$ cat config.mk
export PLATFORM = sky130hd
export DESIGN_NAME = fsk_serializer
export DESIGN_NICKNAME = d
export VERILOG_FILES = /design/src/rtl/fsk_serializer.sv
export SDC_FILE = /design/constraint.sdc
export NUM_CORES = 1
export LEC_CHECK = 0
export CORE_UTILIZATION = 43
export CTS_BUF_LIST = sky130_fd_sc_hd__clkbuf_4
export DETAILED_ROUTE_END_ITERATION = 6
export PLACE_DENSITY = 0.73
export SKIP_CTS_REPAIR_TIMING = 1
export SLEW_MARGIN = 15
export SYNTH_ARGS = -nofsm -noshare
export SYNTH_HDL_FRONTEND = slang
export SYNTH_SLANG_ARGS = --single-unit
$ cat constraint.sdc
create_clock -name sysclk -period 2.15 [get_ports sysclk]
set_input_delay 0.43 -clock sysclk [delete_from_list [all_inputs] [get_ports sysclk]]
set_output_delay 0.43 -clock sysclk [all_outputs]
set_load 0.05 [all_outputs]
$ cat src/rtl/fsk_serializer.sv
// Parallel-to-serial framer feeding fsk_modulator: start, LSB-first payload, optional parity, stop.
// Define FSK_SER_PARITY_EN to insert an even-parity bit between the payload and the stop bits.
module fsk_serializer #(
  parameter int DATA_W       = 12,
  parameter int CLKS_PER_BIT = 16,
  parameter int STOP_BITS    = 1
) (
  input  logic              sysclk,
  input  logic              rst_n,
  input  logic [DATA_W-1:0] tx_data,
  input  logic              tx_valid,
  output logic              tx_ready,
  output logic              signal_tx,
  output logic              tx_busy,
  output logic              tx_done
);

  localparam int CNT_W = $clog2(CLKS_PER_BIT);
  localparam int IDX_W = (DATA_W > 1) ? $clog2(DATA_W) : 1;

  localparam logic [CNT_W-1:0] CNT_LAST  = CNT_W'(CLKS_PER_BIT - 1);
  localparam logic [IDX_W-1:0] IDX_LAST  = IDX_W'(DATA_W - 1);
  localparam logic             STOP_LAST = 1'(STOP_BITS - 1);

`ifdef FSK_SER_PARITY_EN
  typedef enum logic [2:0] {IDLE, START, DATA, PARITY, STOP} state_t;
`else
  typedef enum logic [2:0] {IDLE, START, DATA, STOP} state_t;
`endif

  state_t            state;
  logic [DATA_W-1:0] shift;
  logic [CNT_W-1:0]  cnt;
  logic [IDX_W-1:0]  bit_idx;
  logic              stop_idx;
  logic              bit_end;
`ifdef FSK_SER_PARITY_EN
  logic              parity;
`endif

  assign bit_end = (cnt == CNT_LAST);

  // Every non-idle state holds its line level for one full bit time, then advances on bit_end.
  always_ff @(posedge sysclk or negedge rst_n) begin
    if (!rst_n) begin
      state     <= IDLE;
      shift     <= '0;
      cnt       <= '0;
      bit_idx   <= '0;
      stop_idx  <= 1'b0;
      signal_tx <= 1'b1;
      tx_ready  <= 1'b0;
      tx_busy   <= 1'b0;
      tx_done   <= 1'b0;
`ifdef FSK_SER_PARITY_EN
      parity    <= 1'b0;
`endif
    end else begin
      tx_done <= 1'b0;
      case (state)
        IDLE: begin
          signal_tx <= 1'b1;
          tx_busy   <= 1'b0;
          cnt       <= '0;
          bit_idx   <= '0;
          stop_idx  <= 1'b0;
          if (tx_valid && tx_ready) begin
            shift     <= tx_data;
`ifdef FSK_SER_PARITY_EN
            parity    <= ^tx_data;
`endif
            state     <= START;
            signal_tx <= 1'b0;
            tx_ready  <= 1'b0;
            tx_busy   <= 1'b1;
          end else begin
            tx_ready <= 1'b1;
          end
        end

        START: begin
          cnt <= bit_end ? '0 : cnt + 1'b1;
          if (bit_end) begin
            state     <= DATA;
            signal_tx <= shift[0];
          end
        end

        DATA: begin
          cnt <= bit_end ? '0 : cnt + 1'b1;
          if (bit_end) begin
            if (bit_idx == IDX_LAST) begin
              bit_idx <= '0;
`ifdef FSK_SER_PARITY_EN
              state     <= PARITY;
              signal_tx <= parity;
`else
              state     <= STOP;
              signal_tx <= 1'b1;
`endif
            end else begin
              // shift[1] is the bit that lands in shift[0] after this shift
              shift     <= shift >> 1;
              signal_tx <= shift[1];
              bit_idx   <= bit_idx + 1'b1;
            end
          end
        end

`ifdef FSK_SER_PARITY_EN
        PARITY: begin
          cnt <= bit_end ? '0 : cnt + 1'b1;
          if (bit_end) begin
            state     <= STOP;
            signal_tx <= 1'b1;
          end
        end
`endif

        STOP: begin
          cnt       <= bit_end ? '0 : cnt + 1'b1;
          signal_tx <= 1'b1;
          if (bit_end) begin
            if (stop_idx == STOP_LAST) begin
              state    <= IDLE;
              stop_idx <= 1'b0;
              tx_done  <= 1'b1;
              tx_ready <= 1'b1;
              tx_busy  <= 1'b0;
            end else begin
              stop_idx <= stop_idx + 1'b1;
            end
          end
        end

        default: begin
          state     <= IDLE;
          signal_tx <= 1'b1;
        end
      endcase
    end
  end

endmodule

---- Word-level counts from Yosys, hierarchy flattened ----
Index checks and enable logic that the tools add are counted.
word-level totals
  register bits after elaboration ......... 28
  logic and storage cells ................. 70
  output and inout bits ................... 4
  bits of input ports ..................... 15
cells by class
  equal/unequal tests ..................... 12
  reductions and logical operators ........ 12
  add/sub/neg operators ................... 3
  mux-type cells .......................... 34
operators by type and width
  cell                   number
  $mux W12               3
  $pmux W12 S2           1
  $mux W3                6
  $pmux W4 S2            2
  $mux W1                14
  $ne A2 B2 Y1 const B   7
  $mux W4                3
  $pmux W3 S4            1
  $add A4 B1 Y4 const B  2
  $eq A4 B4 Y1 const B   2
  $eq A3 B2 Y1 const B   2
  $pmux W1 S2            3
  $reduce_and A2 Y1      3
  $reduce_and A6 Y1      1
  $reduce_bool A2 Y1     3
  $reduce_and A4 Y1      1
  $eq A3 B1 Y1 const B   1
  $logic_not A3 Y1       1
  $pmux W1 S3            1
  $reduce_and A3 Y1      1
  $reduce_or A3 Y1       1
  $add A1 B1 Y1 const B  1
  $logic_and A1 B1 Y1    1

---- Logic depth before layout (Yosys ltp) ----
Gate-level depths: netlist of the first run.
  depth in word-level cells ............... 4
  gate-level depth with buffers ........... 8

---- Least setup slack after synthesis of the first run ----
OpenSTA, ideal clock, no wires.
  kind .................................... flip-flop to flip-flop
  from .................................... register state[0]
  to ...................................... register state[1]
  data required time ...................... 2.025 ns
  stages on the path, launching flop included .. 8
  library setup time ...................... 0.125 ns
  buffers on the path ..................... 1
  setup slack ............................. 0.300 ns
  period minus slack after synthesis ...... 1.850 ns
  arrival ................................. 1.725 ns
  cells stage by stage .................... dfrtp_1 > inv_1 > ha_1 > buf_4 > a21boi_0 > a21oi_1 > nand3_1 > mux2_2
on the way
  cells in the longest elaborated chain, start to end .. 3
  elaborated cells between the ends (all ways) .. 12
  those cells by class .................... 9 x eq/ne; 1 x mux; 2 x reduce/logical
ends and longest elaborated chain
  element                               line  text
  start, declared                       31    state_t state;
  start signal, assigned                46    state <= IDLE;
  start signal, assigned                72    state <= START;
  start signal, assigned                84    state <= DATA;
  $eq A3 B2 Y1 (tied with other cells)  60    case (state)
  $ne A2 B2 Y1 (no source line)         n/a
  $reduce_and A6 Y1 (no source line)    n/a
Parallel ways exist; a longest one is shown, timed or not.
A chain may end at the register's enable or synchronous reset.

---- Worst setup path in the final report of the first run ----
  from .................................... register tx_ready
  to ...................................... output tx_ready
RTL lines
  element                 line  text
  start, declared         12    output logic tx_ready,
  start signal, assigned  52    tx_ready <= 1'b0;
  start signal, assigned  74    tx_ready <= 1'b0;
  start signal, assigned  77    tx_ready <= 1'b1;
No word-level cell between the ends.

==> results of run 1 <==
-- logic make-up (layout without fill, tap and decap cells) --
kind of cell	after synthesis	after routing
multiplexers	15	15
AND/OR/NAND/NOR	40	40
AO/OA/AOI/OAI	36	36
buffers and inverters	9	33
flip-flops	26	26
adder cells (fa/ha/maj)	8	8
XOR/XNOR	1	1
-- flip-flops by register name, summed over array words and instances (netlist names) --
register   cells
tx_done        1
bit_idx        4
tx_busy        1
state          2
shift         12
signal_tx      1
cnt            4
tx_ready       1
-- cell usage after synthesis, drive strengths merged --
cell,count,area [um^2]
inv,4,15.01
nand4,1,12.51
mux2,1,11.26
nand2,10,37.54
o41ai,1,8.760
a31o,2,17.52
and2,1,6.260
o22ai,3,18.77
a221oi,2,35.04
a21o,1,7.510
nor2,15,56.30
buf,5,40.04
a21oi,15,108.9
nand2b,3,18.77
xnor2,1,8.760
ha,8,100.1
dfstp,1,26.28
and3b,1,8.760
dfrtp,25,625.6
and3,2,13.77
nand3,5,25.02
a22o,1,8.760
a21boi,1,7.510
o31ai,1,7.510
mux2i,14,140.1
o21ai,8,40.04
nor2b,2,12.51
a31oi,1,6.260
-- per-layer routing --
metal / up-vias / share of wire [%] / global-route usage [%]
met5: - / 0 / 0
met2: 23 / 50 / 29.86
met1: 494 / 45 / 20.08
met3: 5 / 3.2 / 1.965
li1: 528 / - / -
met4: 0 / 1.8 / 6.977
-- report_power, final --
part,total [mW],internal (mW),switching (mW)
clock network,0.229,0.0854,0.143
registers,0.505,0.499,0.00553
logic,0.0606,0.0344,0.0262
-- cell type report --
cell class                 count  area, um^2  area share, %
multi-input combinational    100       718.2          41.81
timing repair buffer          25       247.7          14.42
inverter                       4       15.01         0.8740
tap                           44       55.05          3.205
sequential                    26       651.9          37.95
clock buffer                   4       30.03          1.748
-- metrics by stage --
stage               hold WS, ns  util, %  cells
detailed placement       0.5068    54.31    199
floorplan                0.1344        -    135
global placement         0.4988    54.31    199
CTS                      0.4632    55.28    203
global route             0.4676    55.36    203
finish                   0.4559    55.36    203
-- how the worst max path moves through the flow --
| stage | from | end | slack (ns) | depth (start not counted) |
|---|---|---|---|---|
| finish | tx_ready$_DFFE_PN0P_ | tx_ready | 0.16 | 1 |
| global route | tx_ready$_DFFE_PN0P_ | tx_ready | 0.07 | 1 |
| CTS | signal_tx$_DFFE_PN1P_ | signal_tx | 0.02 | 1 |
| detailed placement | tx_valid | shift[6]$_DFFE_PN0P_ | 0.26 | 7 |
| global placement | tx_valid | shift[7]$_DFFE_PN0P_ | 0.29 | 7 |
| floorplan | state[0]$_DFFE_PN0P_ | state[1]$_DFFE_PN0P_ | 0.30 | 7 |
==> reports/results.txt, run 1 <==
CTS H-tree depth: 1
Most frequent cells in the layout: 25 x dfrtp_1, 17 x clkdlybuf4s50_1, 15 x nor2_1, 14 x mux2i_1, 10 x nand2_1
Library cells used by synthesis: 33
Slowest CP cell: clkdlybuf4s50_1
VDD IR-drop max: 313.5 uV
Buf+Inv Stages, Crit Path: 1
Post-synthesis mux area share: 10.62%
Largest family of logic cells by synthesized area: compound AO/OA/AOI/OAI gates
Layout cell share with drive strength beyond 1: 16.98%
R2r setup slk: 0.25 ns
Syn Inst Count: 135
Worst-path cell chain: clkdlybuf4s50_1
Worst Reg-to-Reg Cells: 6
Worst slack at placement: 0.2570 ns
Synthesis-stage register bit count: 26
Initial Util: 45.93%
CTS Buffer Depth: 2
Ys Warns: 0
Fmax: 501.7 MHz
Port Buf Inserts: 18
Final Max Slew Viols: 0
Compound-Gate Fraction of Synth Area: 18.70%
Fill cells: 297
Horiz. Die Dim: 59.57 um
Root Buffer: clkbuf_4
DP HPWL: 1.926 mm
Fin nets: 183
Tot Pwr: 794.1 uW
Leak pwr: 0.8469 nW
Syn_nets: 158
Area growth syn-to-layout: 20.54%
WL final: 2.602 mm
RSZ-0062 raised after global routing: false
Routed Antenna Nets: 0
Avg Cell Area, Syn: 10.56 um^2
DRC Markers: 0
Die area: 0.003549 mm^2
HP Class: input pin to async pin
Outcome: finished clean
CP delay by family, top: buffers and inverters
Worst EP required: 1.72 ns
Reg-to-Reg End: state[1]$_DFFE_PN0P_
Fin worst setup slack: 0.1568 ns
Clock-pin slew on the worst setup and hold paths: 0.14 ns
Antenna violations before repair: 0
Global-route wire length before repair: 4.457 mm
Die height: 59.57 um
Iteration-0 DRC count of the detailed router: 66
Core ar.: 0.003103 mm^2
Critical path endpoint category: primary output
Final instance area: 0.001718 mm^2
Clock buffer count from CTS: 3
Slowest stage delay, CP: 0.82 ns
Arr. time, crit path: 1.56 ns
Routed via count: 1,050
Commonest non-fill, non-tap cell in the layout: dfrtp_1
Final Setup Violations: 0
Final Wtd Congestion: 0.8350
Simple-gate share of the synthesized area: 13.43%
I/O pins: 19
Post-layout min period: 1.993 ns
Setup CP Type: flip-flop to primary output
GR Overflow Total: 0
Sink Count: 26
Vias per cell: 5.172
Adder-cell area share of the yosys netlist: 7.024%
Setup_tns: 0 ns
Vias in the first global route: 1,048
Crit path max fanout: 5
Worst-Skew Late Latency: 0.33 ns
Clock Skews: 0.004839 ns
CP Launch Type: flip-flop
Sequential share of the synthesized area: 45.74%
Max transition margin: 66.61%
Largest net degree at the start of global routing: 27
Total track usage: 16.66%
Number of antenna diodes: 0
Netlist Area Pre-Place: 0.001425 mm^2
Area after DPL: 0.001685 mm^2
Cell row count: 20
Drt first pass iters: 4
Drt wl/cell: 12.82 um
CTS tree: yes
Max-Cap Viols: 0
PD cells: 462.2 mW/mm^2
Fin crit share: 92.71%
Synth Area in XOR/XNOR: 0.6146%
Pin slew with the least headroom to its limit: 0.5000 ns
Endpoints failing hold: 0
RR Startpoint: state[0]$_DFFE_PN0P_
Power figures use the tool's default switching activity.
==> inputs of run 2 (changes only) <==
Clock period 2.15 ns to 2.42 ns, I/O delays scaled along.
==> run 2 against run 1 <==
Critical path depth is the same. Count of clock-buffer cells in the layout shrank 1. First-iteration DRC count grew 3.0%. Non-clock buffer count shrank 2. Largest cell class unchanged.
==> reports/results.txt, run 2 (synthesis results as in run 1) <==
Vias in the first global route: 1,045 (was 1,048)
Tot Pwr: 699.6 uW (was 794.1 uW)
CTS Buffer Depth: 2 (unchanged)
Total track usage: 16.43% (was 16.66%)
Commonest non-fill, non-tap cell in the layout: dfrtp_1 (unchanged)
Global-route wire length before repair: 4.353 mm (was 4.457 mm)
Number of antenna diodes: 0 (unchanged)
Placed insts: 197 (was 199)
Post-layout min period: 2.170 ns
Worst EP required: 1.94 ns (was 1.72 ns)
Fin nets: 181 (was 183)
Drt wl/cell: 12.72 um (was 12.82 um)
CTS tree: yes (unchanged)
Max-Cap Viols: 0 (unchanged)
Final instance area: 0.001684 mm^2 (was 0.001718 mm^2)
Sink Count: 26 (unchanged)
R2r setup slk: 0.32 ns (was 0.25 ns)
Slowest CP cell: clkdlybuf4s50_1 (unchanged)
Horiz. Die Dim: 59.57 um (unchanged)
DP HPWL: 1.920 mm (was 1.926 mm)
CP Launch Type: flip-flop (unchanged)
Non-Filler Instances: 201 (was 203)
Final Max Slew Viols: 0 (unchanged)
Multi-input logic area: 718.2 um^2 (unchanged)
Vias per cell: 5.194 (was 5.172)
Critical path endpoint category: primary output (unchanged)
Reg with most FFs: shift (unchanged)
Area after DPL: 0.001658 mm^2 (was 0.001685 mm^2)
Worst Reg-to-Reg Cells: 7 (was 6)
Routed Antenna Nets: 0 (unchanged)
Top sig layer: met4 (unchanged)
Outcome: finished clean (unchanged)
Buf+Inv Stages, Crit Path: 1 (unchanged)
Setup_tns: 0 ns (unchanged)
Most frequent cells in the layout: 25 x dfrtp_1, 18 x clkdlybuf4s50_1, 15 x nor2_1, 14 x mux2i_1, 10 x nand2_1 (was 25 x dfrtp_1, 17 x clkdlybuf4s50_1, 15 x nor2_1, 14 x mux2i_1, 10 x nand2_1)
Largest regs: shift: 12 flops, bit_idx: 4 flops, cnt: 4 flops (unchanged)
Met1 wire length: 1.123 mm (was 1.179 mm)
Fill cells: 306 (was 297)
Max transition margin: 67.03% (was 66.61%)
Die height: 59.57 um (unchanged)
GR Overflow Total: 0 (unchanged)
CTS H-tree depth: 1 (unchanged)
Fmax: 460.9 MHz
Met3 WL: 91 um (was 83 um)
Slowest stage delay, CP: 0.79 ns (was 0.82 ns)
Antenna violations before repair: 0 (unchanged)
Initial Util: 45.93% (unchanged)
Pin slew with the least headroom to its limit: 0.4931 ns (was 0.5000 ns)
Setup CP Type: flip-flop to primary output (unchanged)
Reg-to-Reg End: shift[1]$_DFFE_PN0P_ (was state[1]$_DFFE_PN0P_)
VDD IR-drop max: 238.7 uV (was 313.5 uV)
Final hold slack: 0.4881 ns (was 0.4559 ns)
Leak pwr: 0.8224 nW (was 0.8469 nW)
Met2 wire length: 1.275 mm (was 1.293 mm)
PD cells: 415.4 mW/mm^2 (was 462.2 mW/mm^2)
Clock Skews: 0.008739 ns (was 0.004839 ns)
Endpoints failing hold: 0 (unchanged)
WL final: 2.556 mm (was 2.602 mm)
Worst-Skew Late Latency: 0.33 ns (about the same)
Layout cell share with drive strength beyond 1: 15.29% (was 16.98%)
Worst slack at placement: 0.3650 ns (was 0.2570 ns)
Iteration-0 DRC count of the detailed router: 68 (was 66)
Clock buffer count from CTS: 3 (unchanged)
Drt first pass iters: 4 (unchanged)
Max reg flops: 12 (unchanged)
Routed via count: 1,044 (was 1,050)
RSZ-0062 raised after global routing: false (unchanged)
Crit path max fanout: 2 (was 5)
Fin crit share: 89.66%
Largest net degree at the start of global routing: 27 (unchanged)
Core ar.: 0.003103 mm^2 (unchanged)
RR Startpoint: state[0]$_DFFE_PN0P_ (unchanged)
Worst-path cell chain: clkdlybuf4s50_1 (unchanged)
CP delay by family, top: buffers and inverters (unchanged)
Root Buffer: clkbuf_4 (unchanged)
Register cell area after layout: 651.9 um^2 (unchanged)
DRC Markers: 0 (unchanged)
Area growth syn-to-layout: 18.17% (was 20.54%)
Arr. time, crit path: 1.69 ns (was 1.56 ns)
Cell row count: 20 (unchanged)
Final core utilization: 54.27% (was 55.36%)
Fin worst setup slack: 0.2501 ns (was 0.1568 ns)
I/O pins: 19 (unchanged)
HP Class: input pin to async pin (unchanged)
Die area: 0.003549 mm^2 (unchanged)
Clock-pin slew on the worst setup and hold paths: 0.15 ns (was 0.14 ns)
Port Buf Inserts: 18 (unchanged)
Final Wtd Congestion: 0.8034 (was 0.8350)
Final Setup Violations: 0 (unchanged)
[run 2: cell types whose count changed in the layout (fill, tap and decap cells not counted)]
cell             delta
buf_12              -1
buf_4               -1
clkbuf_4            -1
clkdlybuf4s50_1     +1
clkinv_1            +1
dlymetal6s2s_1      -1
[run 2: power by group]
part / leakage, nW / total, mW / switching [mW] / internal [mW]
combinational: 0.493 / 0.0535 / 0.0229 / 0.0306
sequential: 0.314 / 0.448 / 0.00460 / 0.444
clock: 0.0154 / 0.198 / 0.137 / 0.0607
[run 2: area by class of cell]
type / count / area share (%)
sequential: 26 / 38.71
inverter: 4 / 0.8915
clock inverter: 1 / 0.2229
multi-input combinational: 100 / 42.64
timing repair buffer: 23 / 12.93
clock buffer: 3 / 1.337
tap: 44 / 3.269
[run 2: layer usage]
| layer | vias up | track usage [%] |
|---|---|---|
| met4 | 0 | 8.306 |
| met5 | - | 0 |
| met2 | 26 | 30.02 |
| met1 | 490 | 18.56 |
| met3 | 7 | 2.183 |
| li1 | 521 | - |
[run 2: worst max-delay path by stage]
stage                     startpoint              endpoint  slack [ns]  cells after the start
5_1_grt         state[0]$_DFFE_PN0P_  shift[6]$_DFFE_PN0P_        0.17                      7
2_1_floorplan   state[0]$_DFFE_PN0P_  state[1]$_DFFE_PN0P_        0.57                      7
3_3_place_gp                tx_valid  shift[7]$_DFFE_PN0P_        0.46                      7
3_5_place_dp    state[0]$_DFFE_PN0P_  shift[1]$_DFFE_PN0P_        0.36                      7
4_1_cts        signal_tx$_DFFE_PN1P_             signal_tx        0.25                      1
6_report       signal_tx$_DFFE_PN1P_             signal_tx        0.25                      1
